$ cat src/rtl/mem_tile_perf_monitor.sv
// Tile-level memory performance monitor: counts tiles, active cycles,
// and accepted requests. It only observes the request handshake.
module mem_tile_perf_monitor #(
  parameter int PC_DATA_WIDTH = 64,
  parameter int SIZE_WIDTH    = 16
) (
  input  logic                     clk,
  input  logic                     reset,
  input  logic                     pc_clear,
  input  logic                     pc_freeze,
  input  logic                     tile_start,
  input  logic                     tile_done,
  input  logic                     req_valid,
  input  logic                     req_ready,
  input  logic [SIZE_WIDTH-1:0]    req_size,
  output logic [PC_DATA_WIDTH-1:0] pc_num_tiles,
  output logic [PC_DATA_WIDTH-1:0] pc_tot_cycles,
  output logic [PC_DATA_WIDTH-1:0] pc_tot_requests,
  output logic [PC_DATA_WIDTH-1:0] pc_size_per_requests,
  output logic                     busy,
  output logic                     protocol_err
);

  localparam int EXT_W =
    (PC_DATA_WIDTH > SIZE_WIDTH) ? PC_DATA_WIDTH : SIZE_WIDTH;

  typedef logic [PC_DATA_WIDTH-1:0] cnt_t;

  localparam cnt_t CNT_MAX = '1;

  typedef enum logic {
    IDLE   = 1'b0,
    ACTIVE = 1'b1
  } state_e;

  state_e state_q, state_d;

  logic active;
  logic accept;
  logic tile_inc;
  logic req_inc;
  logic err_set;

  logic [EXT_W-1:0] size_ext;

  cnt_t num_tiles_q, num_tiles_d;
  cnt_t tot_cycles_q, tot_cycles_d;
  cnt_t tot_reqs_q, tot_reqs_d;
  cnt_t size_q, size_d;

  logic err_q, err_d;

  // Counters stick at all-ones instead of wrapping.
  function automatic cnt_t sat_inc(
    input cnt_t v,
    input logic en
  );
    if (en && (v != CNT_MAX)) begin
      return v + cnt_t'(1);
    end
    return v;
  endfunction

  always_comb begin
    state_d = state_q;
    unique case (state_q)
      IDLE: begin
        if (tile_start) begin
          state_d = ACTIVE;
        end
      end
      ACTIVE: begin
        if (tile_done && !tile_start) begin
          state_d = IDLE;
        end
      end
      default: state_d = IDLE;
    endcase
  end

  always_comb begin
    active   = (state_q == ACTIVE);
    accept   = req_valid & req_ready;
    tile_inc = active & tile_done;
    req_inc  = active & accept;
    err_set  = (!active & (accept | tile_done))
             | (active & tile_start & !tile_done);
    size_ext = EXT_W'(req_size);
  end

  // Clear beats freeze, freeze beats any increment.
  always_comb begin
    num_tiles_d  = num_tiles_q;
    tot_cycles_d = tot_cycles_q;
    tot_reqs_d   = tot_reqs_q;
    size_d       = size_q;
    err_d        = err_q | err_set;
    if (pc_clear) begin
      num_tiles_d  = '0;
      tot_cycles_d = '0;
      tot_reqs_d   = '0;
      size_d       = '0;
      err_d        = 1'b0;
    end else if (!pc_freeze) begin
      num_tiles_d  = sat_inc(num_tiles_q, tile_inc);
      tot_cycles_d = sat_inc(tot_cycles_q, active);
      tot_reqs_d   = sat_inc(tot_reqs_q, req_inc);
      if (req_inc) begin
        size_d = size_ext[PC_DATA_WIDTH-1:0];
      end
    end
  end

  always_ff @(posedge clk) begin
    if (reset) begin
      state_q      <= IDLE;
      num_tiles_q  <= '0;
      tot_cycles_q <= '0;
      tot_reqs_q   <= '0;
      size_q       <= '0;
      err_q        <= 1'b0;
    end else begin
      state_q      <= state_d;
      num_tiles_q  <= num_tiles_d;
      tot_cycles_q <= tot_cycles_d;
      tot_reqs_q   <= tot_reqs_d;
      size_q       <= size_d;
      err_q        <= err_d;
    end
  end

  assign pc_num_tiles         = num_tiles_q;
  assign pc_tot_cycles        = tot_cycles_q;
  assign pc_tot_requests      = tot_reqs_q;
  assign pc_size_per_requests = size_q;
  assign busy                 = (state_q == ACTIVE);
  assign protocol_err         = err_q;

endmodule

$ cat config.mk
export PLATFORM = sky130hd
export DESIGN_NAME = mem_tile_perf_monitor
export DESIGN_NICKNAME = d
export VERILOG_FILES = /design/src/rtl/mem_tile_perf_monitor.sv
export SDC_FILE = /design/constraint.sdc
export NUM_CORES = 1
export LEC_CHECK = 0
export CAP_MARGIN = 20
export CORE_ASPECT_RATIO = 1.1
export CORE_MARGIN = 1
export CORE_UTILIZATION = 25
export DETAILED_ROUTE_END_ITERATION = 8
export GPL_TIMING_DRIVEN = 0
export MAX_ROUTING_LAYER = met4
export PLACE_DENSITY = 0.43
export SETUP_SLACK_MARGIN = 0.02
export SLEW_MARGIN = 20
export SYNTH_ARGS = -nofsm -noshare
export SYNTH_HDL_FRONTEND = slang
export SYNTH_SLANG_ARGS = --single-unit
export TNS_END_PERCENT = 20
$ cat constraint.sdc
create_clock -name clk -period 2.8 [get_ports clk]
set_input_delay 0.56 -clock clk [delete_from_list [all_inputs] [get_ports clk]]
set_output_delay 0.56 -clock clk [all_outputs]
set_load 0.02 [all_outputs]
==> impl_metrics.csv, run 1 <==
group,metric,value,unit
pwr,power_density,420.0,nW/um^2
yosys,synth.distinct_cells,59,
pwr,p_int,4.998,mW
yosys,synth_top_area_share,37.71,%
die,start_util,25.54,%
drt,vias,11910,
placement,numPortBuffers,233,
drt,vias_per_cell,5.135,
clock_tree,clk_latency,550,ps
pwr,p_sw,1.615,mW
drt,wire_per_inst,19.66,um
clock_tree,clock_sinks,210,
drt,first_pass_iters,5,
yosys,synth_area,11150,um^2
global_route,grtUsageMet2,31.98,%
final_layout,drive_above_1_share,13.17,%
global_route,grt_pass1_vias,11510,
die,pin_count,282,
timing,whs,453.4,ps
setup_path,crit_required,3220,ps
final_layout,nNetsFinal,1758,
run_status,status,"finished, final reports clean",
clock_tree,h-tree-depth,1,
yosys,synth_edf_count,0,
timing,relSlewSlack,41.73,%
timing,finClkSkew,15.22,ps
yosys,synth_most_common_cell,"dfxtp_1",
drt,remaining_drc_errors,0,
placement,place_congestion,0.8380,
global_route,grt.overflow.total,0,
timing,tightest_slew,874.0,ps
clock_tree,clock_path_buffers,3,
clock_tree,path_clk_slew,60,ps
yosys,synth.largest_area_cell,"dfxtp_1",
clock_tree,cts_tree,"done",
setup_path,crit_buf_inv,3,
timing,hold_violations,0,
pwr,combinationalPowerShare,5.4,%
global_route,grt_busiest_layer,"met2",
die,die_width,203.3,um
pwr,clkPwrFrac,49.3,%
setup_path,max_stage_delay,540,ps
die,core.rowCount,80,
pwr,power,6.613,mW
timing,rsz0062_at_grt,"yes",
yosys,avgSynthCellArea,8.009,um^2
setup_path,crit_path_end_kind,"flop",
global_route,grt_pass1_wl,69.26,mm
final_layout,syn_to_final_growth,41.26,%
setup_path,worstPathArrival,3120,ps
final_layout,insertedDiodeCount,0,
global_route,met1_usage,25.92,%
pwr,seqPwrFrac,45.3,%
placement,place_hpwl,33.06,mm
global_route,grtUsageTotal,20.19,%
setup_path,critPathMaxFanout,10,
timing,finalSetupViolations,0,
yosys,synth-seq-cells,210,
global_route,grt_max_degree,13,
clock_tree,cts_buffers,27,
yosys,syn_inst,1392,
global_route,antenna_found_initial,0,
min_path,hp-class,"flop to flop",
timing,drv_slew,0,
final_layout,num-fill-cells,4635,
drt,dr.first_iter.drc_count,583,
yosys,ys.flop_type,"dfxtp_1",
yosys,yosysWarnings,0,
setup_path,cp_cell_sequence,"nand3_1 > or4_4 > or4_1 > buf_6 > o21bai_4 > buf_12 > buf_12 > mux2i_1 > nor2_1",
global_route,grt_use_met3,3.403,%
clock_tree,cts-root-buf,"clkbuf_16",
pwr,power.leakage,4.806,nW
yosys,netlist_top_cells_count,"dfxtp_1 (210), nand2_1 (146), a21oi_1 (130), or3_1 (100), nor2_1 (87)",
drt,ant_nets,0,
final_layout,ff_latch_area,4247,um^2
yosys,ys_top_cells_by_area,"dfxtp_1 (38%), a21oi_1 (5.8%), or3_1 (5.6%)",
die,core_area,43640,um^2
timing,finalCritPeriodShare,96.44,%
setup_path,critical_path_class,"flop to flop",
die,die_h,223.5,um
die,dieArea,45440,um^2
pwr,ir_drop,0.0003802,V
yosys,ys_seq_area_share,37.71,%
setup_path,slowest_stage,"or4_4",
final_layout,multiInputGateArea,6615,um^2
setup_path,path_delay_family,"simple AND/OR/NAND/NOR gates",
pwr,swShare,24.42,%
setup_path,crit_path_frequent_cell,"buf_12",
flow_run,max_cap_viol_count,0,
timing,layout_min_cycle_time,2700,ps
timing,clock.fmax,370.3,MHz
yosys,synthArstFlopShare,0,%
setup_path,critPathLaunchType,"flop",
drt,routed_wirelength,45.60,mm
==> layout make-up <==
class	count	area share, %
clock inverters	4	0.1271
well taps	574	4.561
inverters	18	0.4290
multi-input cells	1092	42.01
flip-flops and latches	210	26.97
plain buffers	118	4.712
clock buffers	40	4.918
repair buffers	264	16.28
==> tightest hold or removal path, stage by stage (launching register included) <==
cell	delay [ps]
dfxtp_1	310
nand2_1	50
a21oi_1	50
==> per-stage QoR <==
step / worst slack (ps) / setup TNS [ps] / instance area [um^2] / instances / utilization [%]
after floorplan: 59.91 / 0 / 11320 / 1439 / -
after global placement: -1405 / -107310 / 14380 / 2246 / 32.94
after detailed placement: -1426 / -115540 / 14380 / 2246 / 32.94
after CTS: -86.42 / -317.5 / 15470 / 2306 / 35.46
after global routing: 5.595 / 0 / 15750 / 2320 / 36.08
final: 99.80 / 0 / 15750 / 2320 / 36.08
==> metal layers <==
layer  share of wire, %  up-vias
li1                   -     5822
met4                2.5        0
met3                6.0       76
met5                  0        -
met2                 46      347
met1                 45     5669
==> path summary, 6_finish.rpt <==
check | startpoint | end | slack, ps | cells after the start
setup / recovery | pc_num_tiles[42] | pc_num_tiles[1] | 100 | 9
hold / removal | pc_size_per_requests[13] | pc_size_per_requests[13] | 450 | 2
setup reg to reg | pc_num_tiles[42] | pc_num_tiles[1] | 100 | 9
hold reg to reg | pc_size_per_requests[13] | pc_size_per_requests[13] | 450 | 2
==> placed cells by master (no fill, tap or decap), types with 31 or more instances in the layout <==
master / instances
clkdlybuf4s50_1: 232
dfxtp_1: 182
conb_1: 48
nand2_1: 146
nand4_1: 68
nor4_1: 31
or4_1: 56
clkbuf_1: 50
nand3_1: 65
or3_1: 100
a21oi_1: 130
o31ai_1: 49
o21ai_0: 59
nor2_1: 86
buf_4: 83
==> timing repair <==
item                                    in CTS  in global routing
hold buffers                                 0                  0
endpoints found under the hold margin        0                  0
pin swaps                                   11                 15
endpoints found under the setup margin     167                156
setup buffers                               16                 15
gates resized for setup                     53                 66
==> power by group through the flow <==
stage / sequential [mW] / clock [mW] / combinational, mW
detailed placement: 3.06 / 0 / 0.345
floorplan: 3.07 / 0 / 0.209
CTS: 3.00 / 3.37 / 0.351
global placement: 3.06 / 0 / 0.344
global route: 2.99 / 3.49 / 0.383
finish: 2.99 / 3.26 / 0.356
==> cells by family after synthesis <==
group / count (synthesis) / synth area share, %
AO/OA/AOI/OAI: 290 / 15.56
XOR/XNOR: 41 / 3.221
adder cells (fa/ha/maj): 3 / 0.3367
buffers and inverters: 137 / 6.700
flip-flops: 210 / 37.71
multiplexers: 28 / 2.514
other: 1 / 0.03364
AND/OR/NAND/NOR: 682 / 33.93
==> flip-flops by register name, indices dropped and copies added (netlist names) <==
signal,cells
pc_tot_requests,64
pc_size_per_requests,16
protocol_err,1
busy,1
pc_tot_cycles,64
pc_num_tiles,64
Power figures use the tool's default switching activity.
==> run 2, diff against run 1 <==
--- a/config.mk
+++ b/config.mk
@@ -7,14 +7,14 @@
 export LEC_CHECK = 0
 export CAP_MARGIN = 20
 export CORE_ASPECT_RATIO = 1.1
-export CORE_MARGIN = 1
 export CORE_UTILIZATION = 25
 export DETAILED_ROUTE_END_ITERATION = 8
 export GPL_TIMING_DRIVEN = 0
+export HOLD_SLACK_MARGIN = 0.15
 export MAX_ROUTING_LAYER = met4
 export PLACE_DENSITY = 0.43
 export SETUP_SLACK_MARGIN = 0.02
-export SLEW_MARGIN = 20
+export SLEW_MARGIN = 30
 export SYNTH_ARGS = -nofsm -noshare
 export SYNTH_HDL_FRONTEND = slang
 export SYNTH_SLANG_ARGS = --single-unit
==> results of run 2 <==
The final DEF is identical to that of run 1; final timing and power are the same.
==> run 3, diff against run 2 <==
--- a/config.mk
+++ b/config.mk
@@ -6,7 +6,6 @@
 export NUM_CORES = 1
 export LEC_CHECK = 0
 export CAP_MARGIN = 20
-export CORE_ASPECT_RATIO = 1.1
 export CORE_UTILIZATION = 25
 export DETAILED_ROUTE_END_ITERATION = 8
 export GPL_TIMING_DRIVEN = 0
==> run 3 against run 2 <==
Sequential power about the same. Count of clock-buffer cells in the layout up 3. Worst hold slack worse by 2.3 ps. First-iteration DRC count up 15%. Largest cell class unchanged.
==> impl_metrics.csv, run 3 (synthesis gave the netlist of run 1 again) <==
group,metric,value,unit
final_layout,final_common_cell,"clkdlybuf4s50_1",
final_layout,nNetsFinal,1763,
timing,rsz0062_at_grt,"yes",
final_layout,fin_cells,2344,
placement,place_inst,2264,
timing,tns,0,ps
setup_path,critPathLaunchType,"flop",
final_layout,drive_above_1_share,13.07,%
die,die_h,213.2,um
placement,place_hpwl,33.37,mm
timing,finClkSkew,23.93,ps
global_route,grt_use_met3,2.706,%
setup_path,path_delay_family,"simple AND/OR/NAND/NOR gates",
pwr,power.leakage,4.863,nW
drt,routed_wirelength,45.53,mm
global_route,grt_pass1_vias,11110,
drt,ant_nets,0,
final_layout,fin_util,35.93,%
die,start_util,25.27,%
setup_path,crit_buf_inv,2,
clock_tree,clock_sinks,210,
setup_path,crit_required,3210,ps
pwr,ir_drop,0.0003521,V
setup_path,cp_cell_sequence,"nand4_1 > nor2_1 > nand3_1 > o21bai_4 > buf_8 > buf_12 > xor2_1 > nor2_1",
timing,layout_min_cycle_time,2736,ps
timing,finalCritPeriodShare,97.71,%
die,pin_count,282,
global_route,grt_pass1_wl,68.06,mm
timing,layout_setup_ws,64.21,ps
placement,postPlaceCellArea,14400,um^2
die,dieArea,45440,um^2
pwr,power_density,422.8,nW/um^2
clock_tree,cts-root-buf,"clkbuf_16",
global_route,antenna_found_initial,0,
drt,vias_per_cell,5.097,
setup_path,worstPathArrival,3140,ps
global_route,grtUsageTotal,19.98,%
drt,wire_per_inst,19.42,um
flow_run,max_cap_viol_count,0,
drt,remaining_drc_errors,0,
placement,place_congestion,0.8445,
drt,vias,11950,
min_path,hp-class,"flop to flop",
final_layout,syn_to_final_growth,42.20,%
clock_tree,cts_hold_buffers,0,
timing,clock.fmax,365.5,MHz
timing,finalSetupViolations,0,
clock_tree,path_clk_slew,60,ps
drt,first_pass_iters,5,
setup_path,max_stage_delay,530,ps
clock_tree,cts_tree,"done",
die,die_width,213.2,um
run_status,status,"finished, final reports clean",
final_layout,final_cell_mix,"clkdlybuf4s50_1 (233), dfxtp_1 (187), nand2_1 (146)",
die,core_area,44120,um^2
final_layout,final_area,15850,um^2
global_route,grtUsageMet2,32.54,%
global_route,grt_max_degree,13,
placement,post-place-ws,-1635,ps
setup_path,crit_path_frequent_cell,"nor2_1",
setup_path,critPathMaxFanout,10,
final_layout,num-fill-cells,4684,
global_route,grt.overflow.total,0,
final_layout,ff_latch_area,4238,um^2
clock_tree,clock_path_buffers,3,
clock_tree,cts_buffers,27,
global_route,met1_usage,26.31,%
placement,numPortBuffers,233,
drt,dr.first_iter.drc_count,672,
global_route,grt_busiest_layer,"met2",
die,core.rowCount,77,
timing,hold_violations,0,
timing,drv_slew,0,
clock_tree,clk_latency,560,ps
timing,tightest_slew,855.5,ps
setup_path,crit_path_end_kind,"flop",
setup_path,critical_path_class,"flop to flop",
final_layout,multiInputGateArea,6625,um^2
setup_path,slowest_stage,"nand3_1",
clock_tree,h-tree-depth,1,
timing,relSlewSlack,42.97,%
final_layout,insertedDiodeCount,0,
[run 3: cell types whose count changed in the layout (fill, tap and decap cells not counted), sizes merged]
cell           previous run  this run
buf                      95       101
clkbuf                   94        95
clkdlybuf4s15             0         1
clkdlybuf4s50           232       233
clkinv                    4         2
dlygate4sd2               1         0
[run 3: cell type report]
| cell class | instances | share of cell area [%] |
|---|---|---|
| Multi-Input combinational cell | 1092 | 41.79 |
| Sequential cell | 210 | 26.73 |
| Timing Repair Buffer | 269 | 16.50 |
| Clock buffer | 43 | 5.146 |
| Buffer | 118 | 4.672 |
| Tap cell | 592 | 4.672 |
| Inverter | 18 | 0.4262 |
| Clock inverter | 2 | 0.06314 |
[run 3: report_power, final]
part	internal [mW]	switching (mW)	leakage, nW
Clock	1.96	1.39	0.408
Combinational	0.126	0.227	2.75
Sequential	2.99	0.00474	1.70
Total	5.08	1.62	4.86
[run 3: path summary, 6_finish.rpt]
kind,cells past startpoint,to,slack (ps),startpoint
setup / recovery,8,pc_num_tiles[0],60,pc_num_tiles[49]
hold / removal,2,pc_size_per_requests[1],450,pc_size_per_requests[1]
setup reg to reg,8,pc_num_tiles[0],60,pc_num_tiles[49]
hold reg to reg,2,pc_size_per_requests[1],450,pc_size_per_requests[1]
[run 3: through the flow]
| stage | hold WS [ps] | power, mW |
|---|---|---|
| detailed placement | 445.7 | 3.405 |
| floorplan | 534.5 | 3.275 |
| finish | 451.1 | 6.702 |
| global placement | 441.9 | 3.405 |
| CTS | 454.1 | 6.804 |
| global route | 478.7 | 6.960 |
[run 3: tightest hold or removal path: stages, from the launching register on]
cell,delay [ps]
dfxtp_1,300
nand2_1,50
a21oi_1,50
[run 3: layer usage]
layer	wire, um	vias up	part of all wire [%]
met3	2430	59	5.3
met5	0	-	0
met4	803	0	1.8
met2	21360	322	47
met1	20940	5738	46
li1	-	5829	-
[run 3: what timing repair did]
| action | CTS | global route |
|---|---|---|
| endpoints found under the setup margin | 176 | 155 |
| hold endpoints to repair | 0 | 0 |
| pin swaps | 10 | 16 |
| resized for setup | 46 | 60 |
| buffers inserted | 12 | 24 |
